===== src/rtl/booth_r4_mac_if.sv =====
// Operand/result bundle for the radix-4 Booth multiply-accumulate unit.
// The master side issues operations; the slave side is the multiplier.
interface booth_r4_mac_if #(
    parameter int pN = 2
);
    localparam int N = 2 ** pN;

    logic           Ld;
    logic           Sgn;
    logic           Acc;
    logic [N-1:0]   M;
    logic [N-1:0]   Q;
    logic           Ready;
    logic           Valid;
    logic [2*N-1:0] Product;

    modport master (
        output Ld, Sgn, Acc, M, Q,
        input  Ready, Valid, Product
    );

    modport slave (
        input  Ld, Sgn, Acc, M, Q,
        output Ready, Valid, Product
    );
endinterface


===== src/rtl/booth_r4_mac.sv =====
// Radix-4 Booth sequential multiplier with optional accumulate into the held
// product. Two multiplier bits retire per cycle; signed/unsigned per operation.
//
// state | meaning
// ------+----------------------------------------------------------------
// IDLE  | waiting for Ld, Ready = 1
// RUN   | one Booth triplet per cycle, counter 0..ITER-1, Ready = 0
// DONE  | Product just written, Valid = 1, Ready = 1 (Ld here starts next op)
module booth_r4_mac #(
    parameter int pN = 2
) (
    input  logic           Clk,
    input  logic           Rst,
    booth_r4_mac_if.slave  bus
);
    localparam int N    = 2 ** pN;
    localparam int W    = N + 2;          // extended operand width
    localparam int AW   = W + 2;          // accumulator width, holds +-2M sums exactly
    localparam int ITER = W / 2;
    localparam int CW   = (ITER > 1) ? $clog2(ITER) : 1;

    typedef enum logic [1:0] {
        IDLE = 2'd0,
        RUN  = 2'd1,
        DONE = 2'd2
    } state_t;

    state_t         state, state_nxt;
    logic [CW-1:0]  cnt;
    logic [W-1:0]   m_reg;
    logic [W-1:0]   q_reg;
    logic           q_m1;
    logic [AW-1:0]  acc_reg;
    logic           acc_mode;
    logic [2*N-1:0] product;

    logic           accept;
    logic           last;
    logic [W-1:0]   m_ext;
    logic [W-1:0]   q_ext;
    logic [AW-1:0]  m_aw;
    logic [AW-1:0]  pp;
    logic [AW-1:0]  sum;
    logic [AW-1:0]  acc_nxt;
    logic [W-1:0]   q_nxt;
    logic [2*N-1:0] res_lo;

    assign accept = bus.Ld && (state != RUN);
    assign last   = (state == RUN) && (cnt == CW'(ITER - 1));

    // Unsigned operands get two zero bits on top so the signed Booth recoding
    // still sees them as positive.
    assign m_ext = bus.Sgn ? {{2{bus.M[N-1]}}, bus.M} : {2'b00, bus.M};
    assign q_ext = bus.Sgn ? {{2{bus.Q[N-1]}}, bus.Q} : {2'b00, bus.Q};

    assign bus.Ready   = (state != RUN);
    assign bus.Valid   = (state == DONE);
    assign bus.Product = product;

    // State register.
    always_ff @(posedge Clk or posedge Rst) begin
        if (Rst) begin
            state <= IDLE;
        end else begin
            state <= state_nxt;
        end
    end

    // Next-state logic.
    always_comb begin
        state_nxt = state;
        unique case (state)
            IDLE:    if (bus.Ld) state_nxt = RUN;
            RUN:     if (last) state_nxt = DONE;
            DONE:    state_nxt = bus.Ld ? RUN : IDLE;
            default: state_nxt = IDLE;
        endcase
    end

    // Booth recode of the current triplet, add, then arithmetic shift by two.
    always_comb begin
        m_aw = {{2{m_reg[W-1]}}, m_reg};
        pp   = '0;
        unique case ({q_reg[1:0], q_m1})
            3'b001, 3'b010: pp = m_aw;
            3'b011:         pp = m_aw << 1;
            3'b100:         pp = -(m_aw << 1);
            3'b101, 3'b110: pp = -m_aw;
            default:        pp = '0;
        endcase
        sum     = acc_reg + pp;
        acc_nxt = {{2{sum[AW-1]}}, sum[AW-1:2]};
        q_nxt   = {sum[1:0], q_reg[W-1:2]};
        // Low 2N bits of the final {acc, q} pair are exact for both operand kinds.
        res_lo  = (2*N)'({acc_nxt, q_nxt});
    end

    // Operand capture, iteration datapath and result register.
    always_ff @(posedge Clk or posedge Rst) begin
        if (Rst) begin
            cnt      <= '0;
            m_reg    <= '0;
            q_reg    <= '0;
            q_m1     <= 1'b0;
            acc_reg  <= '0;
            acc_mode <= 1'b0;
            product  <= '0;
        end else if (accept) begin
            cnt      <= '0;
            m_reg    <= m_ext;
            q_reg    <= q_ext;
            q_m1     <= 1'b0;
            acc_reg  <= '0;
            acc_mode <= bus.Acc;
        end else if (state == RUN) begin
            acc_reg <= acc_nxt;
            q_reg   <= q_nxt;
            q_m1    <= q_reg[1];
            cnt     <= last ? '0 : cnt + CW'(1);
            if (last) begin
                product <= acc_mode ? (product + res_lo) : res_lo;
            end
        end
    end
endmodule

===== src/flat_wrapper.sv =====
// flat-port wrapper written by rule: the top's interface ports become plain ports
module booth_r4_mac_flat 
#(
    parameter int pN = 2
)
  (Clk, Rst, bus_Ld, bus_Sgn, bus_Acc, bus_M, bus_Q, bus_Ready, bus_Valid, bus_Product);
  booth_r4_mac_if #(.pN(pN)) bus_i ();
  input  logic Clk;
  input  logic Rst;
  input wire logic [$bits(bus_i.Ld)-1:0] bus_Ld;
  input wire logic [$bits(bus_i.Sgn)-1:0] bus_Sgn;
  input wire logic [$bits(bus_i.Acc)-1:0] bus_Acc;
  input wire logic [$bits(bus_i.M)-1:0] bus_M;
  input wire logic [$bits(bus_i.Q)-1:0] bus_Q;
  output wire logic [$bits(bus_i.Ready)-1:0] bus_Ready;
  output wire logic [$bits(bus_i.Valid)-1:0] bus_Valid;
  output wire logic [$bits(bus_i.Product)-1:0] bus_Product;
  assign bus_i.Ld = bus_Ld;
  assign bus_i.Sgn = bus_Sgn;
  assign bus_i.Acc = bus_Acc;
  assign bus_i.M = bus_M;
  assign bus_i.Q = bus_Q;
  assign bus_Ready = bus_i.Ready;
  assign bus_Valid = bus_i.Valid;
  assign bus_Product = bus_i.Product;
  booth_r4_mac #(.pN(pN)) u_core (.Clk(Clk), .Rst(Rst), .bus(bus_i));
endmodule

===== config.mk =====
export PLATFORM = sky130hd
export DESIGN_NAME = booth_r4_mac_flat
export DESIGN_NICKNAME = d
export VERILOG_FILES = /design/src/rtl/booth_r4_mac_if.sv /design/src/rtl/booth_r4_mac.sv /design/src/flat_wrapper.sv
export SDC_FILE = /design/constraint.sdc
export NUM_CORES = 1
export LEC_CHECK = 0
export BUFFER_PORTS_ARGS = -buffer_cell sky130_fd_sc_hd__buf_4
export CAP_MARGIN = 20
export CORE_UTILIZATION = 55
export CTS_CLUSTER_DIAMETER = 120
export DETAILED_ROUTE_END_ITERATION = 10
export GPL_TIMING_DRIVEN = 0
export PLACE_DENSITY_LB_ADDON = 0.15
export SLEW_MARGIN = 0
export SYNTH_ARGS = -nofsm -noshare
export SYNTH_HDL_FRONTEND = slang
export SYNTH_SLANG_ARGS = --single-unit
export TNS_END_PERCENT = 30

===== constraint.sdc =====
create_clock -name Clk -period 4 [get_ports Clk]
set_clock_uncertainty 0.2 [all_clocks]
set_input_delay 0.2 -clock Clk [delete_from_list [all_inputs] [get_ports Clk]]
set_output_delay 0.2 -clock Clk [all_outputs]
set_load 0.01 [all_outputs]

==> results.yml, run 1 <==
run_status:
  outcome: "finished, violations left"
  violations: "negative hold slack"
detailed_routing:
  vias_per_cell: 5.626
  drc_errors: 0
  routedWlPerCell_um: 13.96
  drt_pre_antenna_iters: 4
  routed_wl_mm: 4.968
  ant_nets: 0
  dr_total_vias: 2003
  first_iter_violations: 111
synthesis:
  synth_edf_count: 0
  synth_cell_types: 50
  synth_seq_cells: 31
  async_reset_ff_share_pct: 100.0
  syn_area_sq_um: 2305
  synth_warnings: 0
  synthFlopType: "dfrtp_1"
  syn_area_per_cell_sq_um: 8.600
  ys_seq_area_share_pct: 33.66
  syn_inst: 268
  syn_nets: 298
global_routing:
  track_usage_pct: 25.52
  grt_pass1_wl_mm: 8.487
  grt_max_degree: 23
  grt-ovfl-total: 0
  antenna_found_initial: 0
  grt_pass1_vias: 1847
worst_setup_path:
  r2r_setup_slack_ns: 0.37
  worstSetupStartpointType: "register"
  cp.buffers_inverters: 4
  reg2reg_to: "u_core.bus.Product[6]$_DFFE_PP0P_"
  path_delay_family: "adder cells"
  required_ns: 3.99
  crit_type: "register to register"
  cp-end-kind: "register"
  worst_ep_arrival_time_ns: 3.62
  cpPeakStageDelay_ns: 0.56
  cp_slowest_cell: "fa_1"
  path_max_fanout: 10
  crit_chain: "clkbuf_1 -> clkbuf_1 -> xnor2_1 -> nor2_1 -> ha_1 -> inv_1 -> fa_1 -> inv_1 -> ha_1 -> and2_1 -> a311oi_1 -> xor2_1 -> a311oi_1"
  reg2reg_from: "u_core.q_m1$_DFFE_PP0P_"
  r2r_cells: 13
final_layout:
  diodes: 0
  area_growth_pct: 17.75
  fin_nets: 335
  layout-drive-gt1-share_pct: 11.44
  final_util_pct: 67.84
  largest_register_ffs: 8
timing:
  fmax_ghz: 0.2757
  tightestPinTransition_ns: 0.5322
  setup_viol: 0
  hold_viol: 2
  maxSlewHeadroom_pct: 64.52
  period_share_pct: 90.69
  fin_ws_ns: 0.3724
  grt_setup_unrepaired: "no"
  slew_viol_final: 0
  fin_hold_ws_ns: -0.004621
  fin_crit_ns: 3.628
  timing.setup.tns_ns: 0
place:
  dp_hpwl_mm: 3.659
  pre_cts_ws_ns: 0.3713
  port_buffers: 21
  gp_congestion: 0.8202
clocking:
  clock-sinks: 31
  htreeDepth: 2
  clkTransAtPathRegs_ns: 0.07
  postCtsResizedCells: 0
  tritoncts: "built"
  clock_path_buffers: 2
  clock_latency_ns: 0.29
  numCtsBuffers: 5
  cts_root_buf: "clkbuf_8"
die:
  die_w_um: 66.74
  core-area_sq_um: 4000
  die-area_sq_um: 4454
  fp.dieH_um: 66.74
  num_io_pins: 23
  start_util_pct: 57.62
  rows: 23
flow_run:
  maxCapViolCount: 0
hold_path:
  whs_path_depth: 3
  worstHoldPathType: "input port to register"
  min_to: "u_core.q_reg[2]$_DFFE_PP0P_"
  min_from: "bus_Q[2]"
-- layout make-up --
class	instances	area [sq um]
multi-input cells	203	1394
inverters	20	75.07
clock buffers	7	76.32
fillers	320	1286
flip-flops and latches	31	775.7
plain buffers	14	60.06
repair buffers	30	265.3
well taps	50	62.56
clock inverters	1	5.005
-- through the flow --
stage          hold slack, ns  cell area, sq um  cells
4_1_cts             0.0005392              2714    356
6_report            -0.004621              2714    356
5_1_grt               0.03097              2714    356
3_5_place_dp          0.04542              2552    340
3_3_place_gp           0.2138              2525    339
2_1_floorplan          0.1035              2305    268
-- placed cells by master (no fill, tap or decap), drive strengths merged, types with 2 or more instances in the layout --
cell	Yosys	final
o31ai	3	3
mux2	6	6
dfrtp	31	31
a2111oi	2	2
o21ai	28	28
a21o	2	2
mux2i	10	10
a311oi	3	3
nor2b	9	9
nor2	14	14
fa	2	2
xnor2	8	8
xor2	5	5
ha	15	15
dlygate4sd3	0	8
a21oi	11	11
nor4bb	2	2
nand2b	6	6
a31oi	3	3
clkbuf	11	18
or3	4	4
o311ai	2	2
nor3	6	6
inv	20	20
buf	3	25
a221oi	2	2
nand2	35	35
nand3	3	3
nand3b	5	5
-- worst reg2reg max path, delay by kind of cell (launching register included) --
family	cells	cell delay, ns
compound gates	2	0.57
xor+xnor	2	0.26
simple gates	2	0.29
flops	1	0.32
fa+ha+maj	3	1.07
buf+inv	4	0.82
-- Yosys cell counts, drive strengths merged (2+ instances only) --
cell type,count,area share (%)
nand2b,6,1.6
nand3b,5,1.6
a311oi,3,1.1
xnor2,8,3.0
a31oi,3,0.81
nor2,14,2.3
nand3,3,0.65
o21ai,28,6.1
ha,15,8.1
a2111oi,2,0.76
nand2,35,5.7
nor3,6,1.3
o311ai,2,0.76
buf,3,0.81
a21oi,11,2.4
a21o,2,0.65
or3,4,1.3
clkbuf,11,1.8
nor4bb,2,0.87
fa,2,1.7
inv,20,3.3
o31ai,3,0.98
dfrtp,31,34
a221oi,2,0.76
xor2,5,1.9
mux2i,10,4.3
nor2b,9,2.4
mux2,6,2.9
-- per-layer routing --
| metal | wire length (um) | share of wire (%) | vias to the layer above | GRT usage [%] |
|---|---|---|---|---|
| li1 | - | - | 1016 | - |
| met1 | 2434 | 49 | 927 | 36.15 |
| met2 | 2249 | 45 | 53 | 39.14 |
| met3 | 219 | 4.4 | 7 | 4.281 |
| met4 | 63 | 1.3 | 0 | 8.245 |
| met5 | 0 | 0 | - | 0 |
-- worst max path at each step --
stage                             from                           endpoint  slack (ns)  depth (start not counted)
6_report       u_core.q_m1$_DFFE_PP0P_  u_core.bus.Product[6]$_DFFE_PP0P_        0.37                         13
5_1_grt        u_core.q_m1$_DFFE_PP0P_  u_core.bus.Product[6]$_DFFE_PP0P_        0.08                         13
4_1_cts        u_core.q_m1$_DFFE_PP0P_  u_core.bus.Product[6]$_DFFE_PP0P_        0.36                         13
3_5_place_dp   u_core.q_m1$_DFFE_PP0P_  u_core.bus.Product[6]$_DFFE_PP0P_        0.37                         13
3_3_place_gp   u_core.q_m1$_DFFE_PP0P_  u_core.bus.Product[6]$_DFFE_PP0P_        0.41                         13
2_1_floorplan  u_core.q_m1$_DFFE_PP0P_  u_core.bus.Product[6]$_DFFE_PP0P_        0.84                         13
-- cells by family after synthesis --
| logic type | after synthesis | synth area share (%) |
|---|---|---|
| multiplexers | 16 | 7.275 |
| adder cells (fa/ha/maj) | 17 | 9.881 |
| AO/OA/AOI/OAI | 67 | 18.46 |
| flip-flops | 31 | 33.66 |
| buffers and inverters | 34 | 5.863 |
| AND/OR/NAND/NOR | 90 | 19.92 |
| XOR/XNOR | 13 | 4.940 |
-- what timing repair did --
item / 4_1_cts / 5_1_grt
hold buffers: 8 / 0
hold endpoints to repair: 16 / 0
setup buffers: 0 / 0
Power of run 1 is not shown: default switching activity piles up to over one toggle a cycle in this logic, so the estimate is an artifact.
==> inputs of run 2 (changes only) <==
- ABC_AREA: unset -> 1
- CELL_PAD_IN_SITES_DETAIL_PLACEMENT: unset -> 1
- CELL_PAD_IN_SITES_GLOBAL_PLACEMENT: unset -> 2
- CORE_UTILIZATION: 55 -> 34
==> run 2 against run 1 <==
  * The run now ends clean
  * Die area grew 51%
  * Critical path depth rose by 3
  * Highest routed layer unchanged
  * Cell count grew 14%
  * Sequential cell count did not move
  * Count of clock-buffer cells in the layout is 2 lower
  * Hold slack better by 0.023 ns
  * Largest cell class unchanged
  * Utilization shrank 24 points
  * Sequential share of layout area up 0.62 points
  * Area after synthesis fell by 5.8%
  * Worst setup slack improved by 0.41 ns
  * Via count up 4.1%
  * Fmax grew 13%
==> results.yml, run 2 <==
detailed_routing:
  ant_nets: 0
  drt-met1-wl_mm: 3.046
  routedWlPerCell_um: 14.67
  routed_wl_mm: 5.969
  vias_per_cell: 5.125
  wl_met2_mm: 2.683
  highest_layer: "met4"
  wl_met3_um: 174
  drc_errors: 0
  dr_total_vias: 2086
  first_iter_violations: 45
  drt_pre_antenna_iters: 4
synthesis:
  ys_seq_area_share_pct: 35.73
  synth_seq_cells: 31
  syn_area_per_cell_sq_um: 7.486
  synth_warnings: 0
  synth_commonest_cells: "nand2_1, inv_1, dfrtp_1, nand3_1, o21ai_0"
  synth_largest_area_cell: "dfrtp_1"
  synth_cell_types: 31
  yosys.cell_count.top_type: "nand2_1"
  synthTopCellsByArea: "dfrtp_1, nand2_1, ha_1"
  syn_inst: 290
  syn_nets: 320
  async_reset_ff_share_pct: 100.0
  synth_edf_count: 0
  synth_top_area_share_pct: 35.73
  synthFlopType: "dfrtp_1"
  syn_area_sq_um: 2171
final_layout:
  largest_register_ffs: 8
  final_cell_mix: "nand2_1, inv_1, dfrtp_1, nand3_1, buf_4"
  diodes: 0
  final_util_pct: 44.08
  final_common_cell: "nand2_1"
  layout-drive-gt1-share_pct: 13.55
  area_growth_pct: 22.36
  layout.cells.non_filler: 407
  fin_nets: 361
flow_run:
  maxCapViolCount: 0
clocking:
  hold_buffers: 11
  clock-sinks: 31
  numCtsBuffers: 5
  clock_path_buffers: 2
  clkTransAtPathRegs_ns: 0.08
  cts_root_buf: "clkbuf_8"
  cts_setup_buffers: 0
  postCtsResizedCells: 0
  htreeDepth: 2
  tritoncts: "built"
  clock_latency_ns: 0.29
global_routing:
  grt_pass1_wl_mm: 9.936
  grt_max_degree: 23
  antenna_found_initial: 0
  track_usage_pct: 20.06
  grt-ovfl-total: 0
  grt_pass1_vias: 2107
worst_setup_path:
  path_max_fanout: 6
  cpPeakStageDelay_ns: 0.39
  worst_ep_arrival_time_ns: 3.21
  required_ns: 3.99
  crit_chain: "inv_1 -> ha_1 -> xnor2_1 -> a22oi_1 -> o221ai_1 -> ha_1 -> xnor2_1 -> ha_1 -> nand2_1 -> inv_1 -> a21oi_1 -> nand3b_1 -> nand3_1 -> nand2_1 -> nand3_1 -> nand2_1"
  cp_slowest_cell: "ha_1"
  worstSetupStartpointType: "register"
  cp-end-kind: "register"
  cp.buffers_inverters: 2
  path_delay_family: "adder cells"
  crit_type: "register to register"
timing:
  period_share_pct: 80.55
  slew_viol_final: 0
  timing.setup.tns_ns: 0
  fmax_ghz: 0.3104
  setup_viol: 0
  tightestPinTransition_ns: 0.4984
  grt_setup_unrepaired: "no"
  maxSlewHeadroom_pct: 66.66
  fin_crit_ns: 3.222
  hold_viol: 0
pwr:
  p_int_uw: 1266
  pwr_density_cell_nw_per_um2: 995.3
  p_seq_share_pct: 22.3
  switching_share_pct: 52.13
  peakVddDrop_mv: 0.3641
  net-switching-power_uw: 1378
  power_leakage_uw: 0.001331
  p_clk_share_pct: 9.6
  p_comb_share_pct: 68.1
die:
  die_w_um: 81.91
  fp.dieH_um: 81.91
  num_io_pins: 23
  die-area_sq_um: 6708
  rows: 28
  start_util_pct: 36.03
  core-area_sq_um: 6026
place:
  placed_cells: 388
  port_buffers: 22
  dp_hpwl_mm: 4.637
  gp_congestion: 0.8285
run_status:
  outcome: "complete, no violations"
hold_path:
  worstHoldPathType: "input port to register"
[run 2: changes by cell type after synthesis, sizes merged, moves of 8 or more]
cell | previous run | this run
nand3 | 3 | 28
mux2i | 10 | 0
inv | 20 | 49
nand2 | 35 | 76
o21ai | 28 | 20
clkbuf | 11 | 2
nor2b | 9 | 0
[run 2: final timing paths]
path	from	endpoint	slack, ns	cells after the start
max	u_core.m_reg[0]$_DFFE_PP0P_	u_core.bus.Product[7]$_DFFE_PP0P_	0.78	16
min	bus_Ld	u_core.acc_reg[6]$_DFFE_PP0P_	0.02	4
max reg2reg	u_core.m_reg[0]$_DFFE_PP0P_	u_core.bus.Product[7]$_DFFE_PP0P_	0.78	16
min reg2reg	u_core.acc_reg[4]$_DFFE_PP0P_	u_core.acc_reg[4]$_DFFE_PP0P_	0.29	2
max in group asynchronous	Rst	u_core.acc_reg[1]$_DFFE_PP0P_	2.83	4
min in group asynchronous	Rst	u_core.bus.Product[5]$_DFFE_PP0P_	0.28	3
[run 2: worst min-delay path, cell delays in order]
cell     delay (ns)
buf_4          0.09
nor2_2         0.07
nand2_1        0.06
nand2_1        0.04
[run 2: cells by family after synthesis]
group	share of synthesized area [%]
and+or+nand+nor	27.95
AOI/OAI and AO/OA	15.04
buffers and inverters	9.165
DFF	35.73
adders and majority gates	10.49
xor gates and xnor gates	1.614
[run 2: power by group through the flow]
stage          Clock, uW  Combinational, uW  Sequential, uW
2_1_floorplan          0               1330             581
6_report             255               1800             590
3_3_place_gp           0               1770             591
4_1_cts              264               1830             593
3_5_place_dp           0               1810             597
5_1_grt              277               2070             611
[run 2: per-stage QoR]
step / power [uW] / hold slack [ns] / setup slack (ns) / cell area, sq um
final: 2644 / 0.01823 / 0.7781 / 2656
after global routing: 2957 / 0.02452 / 0.4423 / 2656
after detailed placement: 2407 / 0.06680 / 0.7696 / 2457
after CTS: 2684 / 0.01262 / 0.7536 / 2656
after global placement: 2358 / 0.2115 / 0.8119 / 2430
after floorplan: 1908 / 0.1035 / 1.176 / 2171
[run 2: final cells by class]
class / instances / area, sq um
buffer: 3 / 12.51
clock buffer: 5 / 68.82
clock inverter: 3 / 20.02
fill: 756 / 3369
inverter: 49 / 186.4
multi-input combinational: 207 / 1196
sequential: 31 / 775.7
tap: 75 / 93.84
timing repair buffer: 34 / 302.8
[run 2: layer usage]
layer | track usage, % | up-vias
li1 | - | 1051
met5 | 0 | -
met2 | 32.64 | 39
met3 | 3.667 | 7
met4 | 6.316 | 0
met1 | 26.70 | 989
Note: power is estimated with default switching activity, not from simulation.
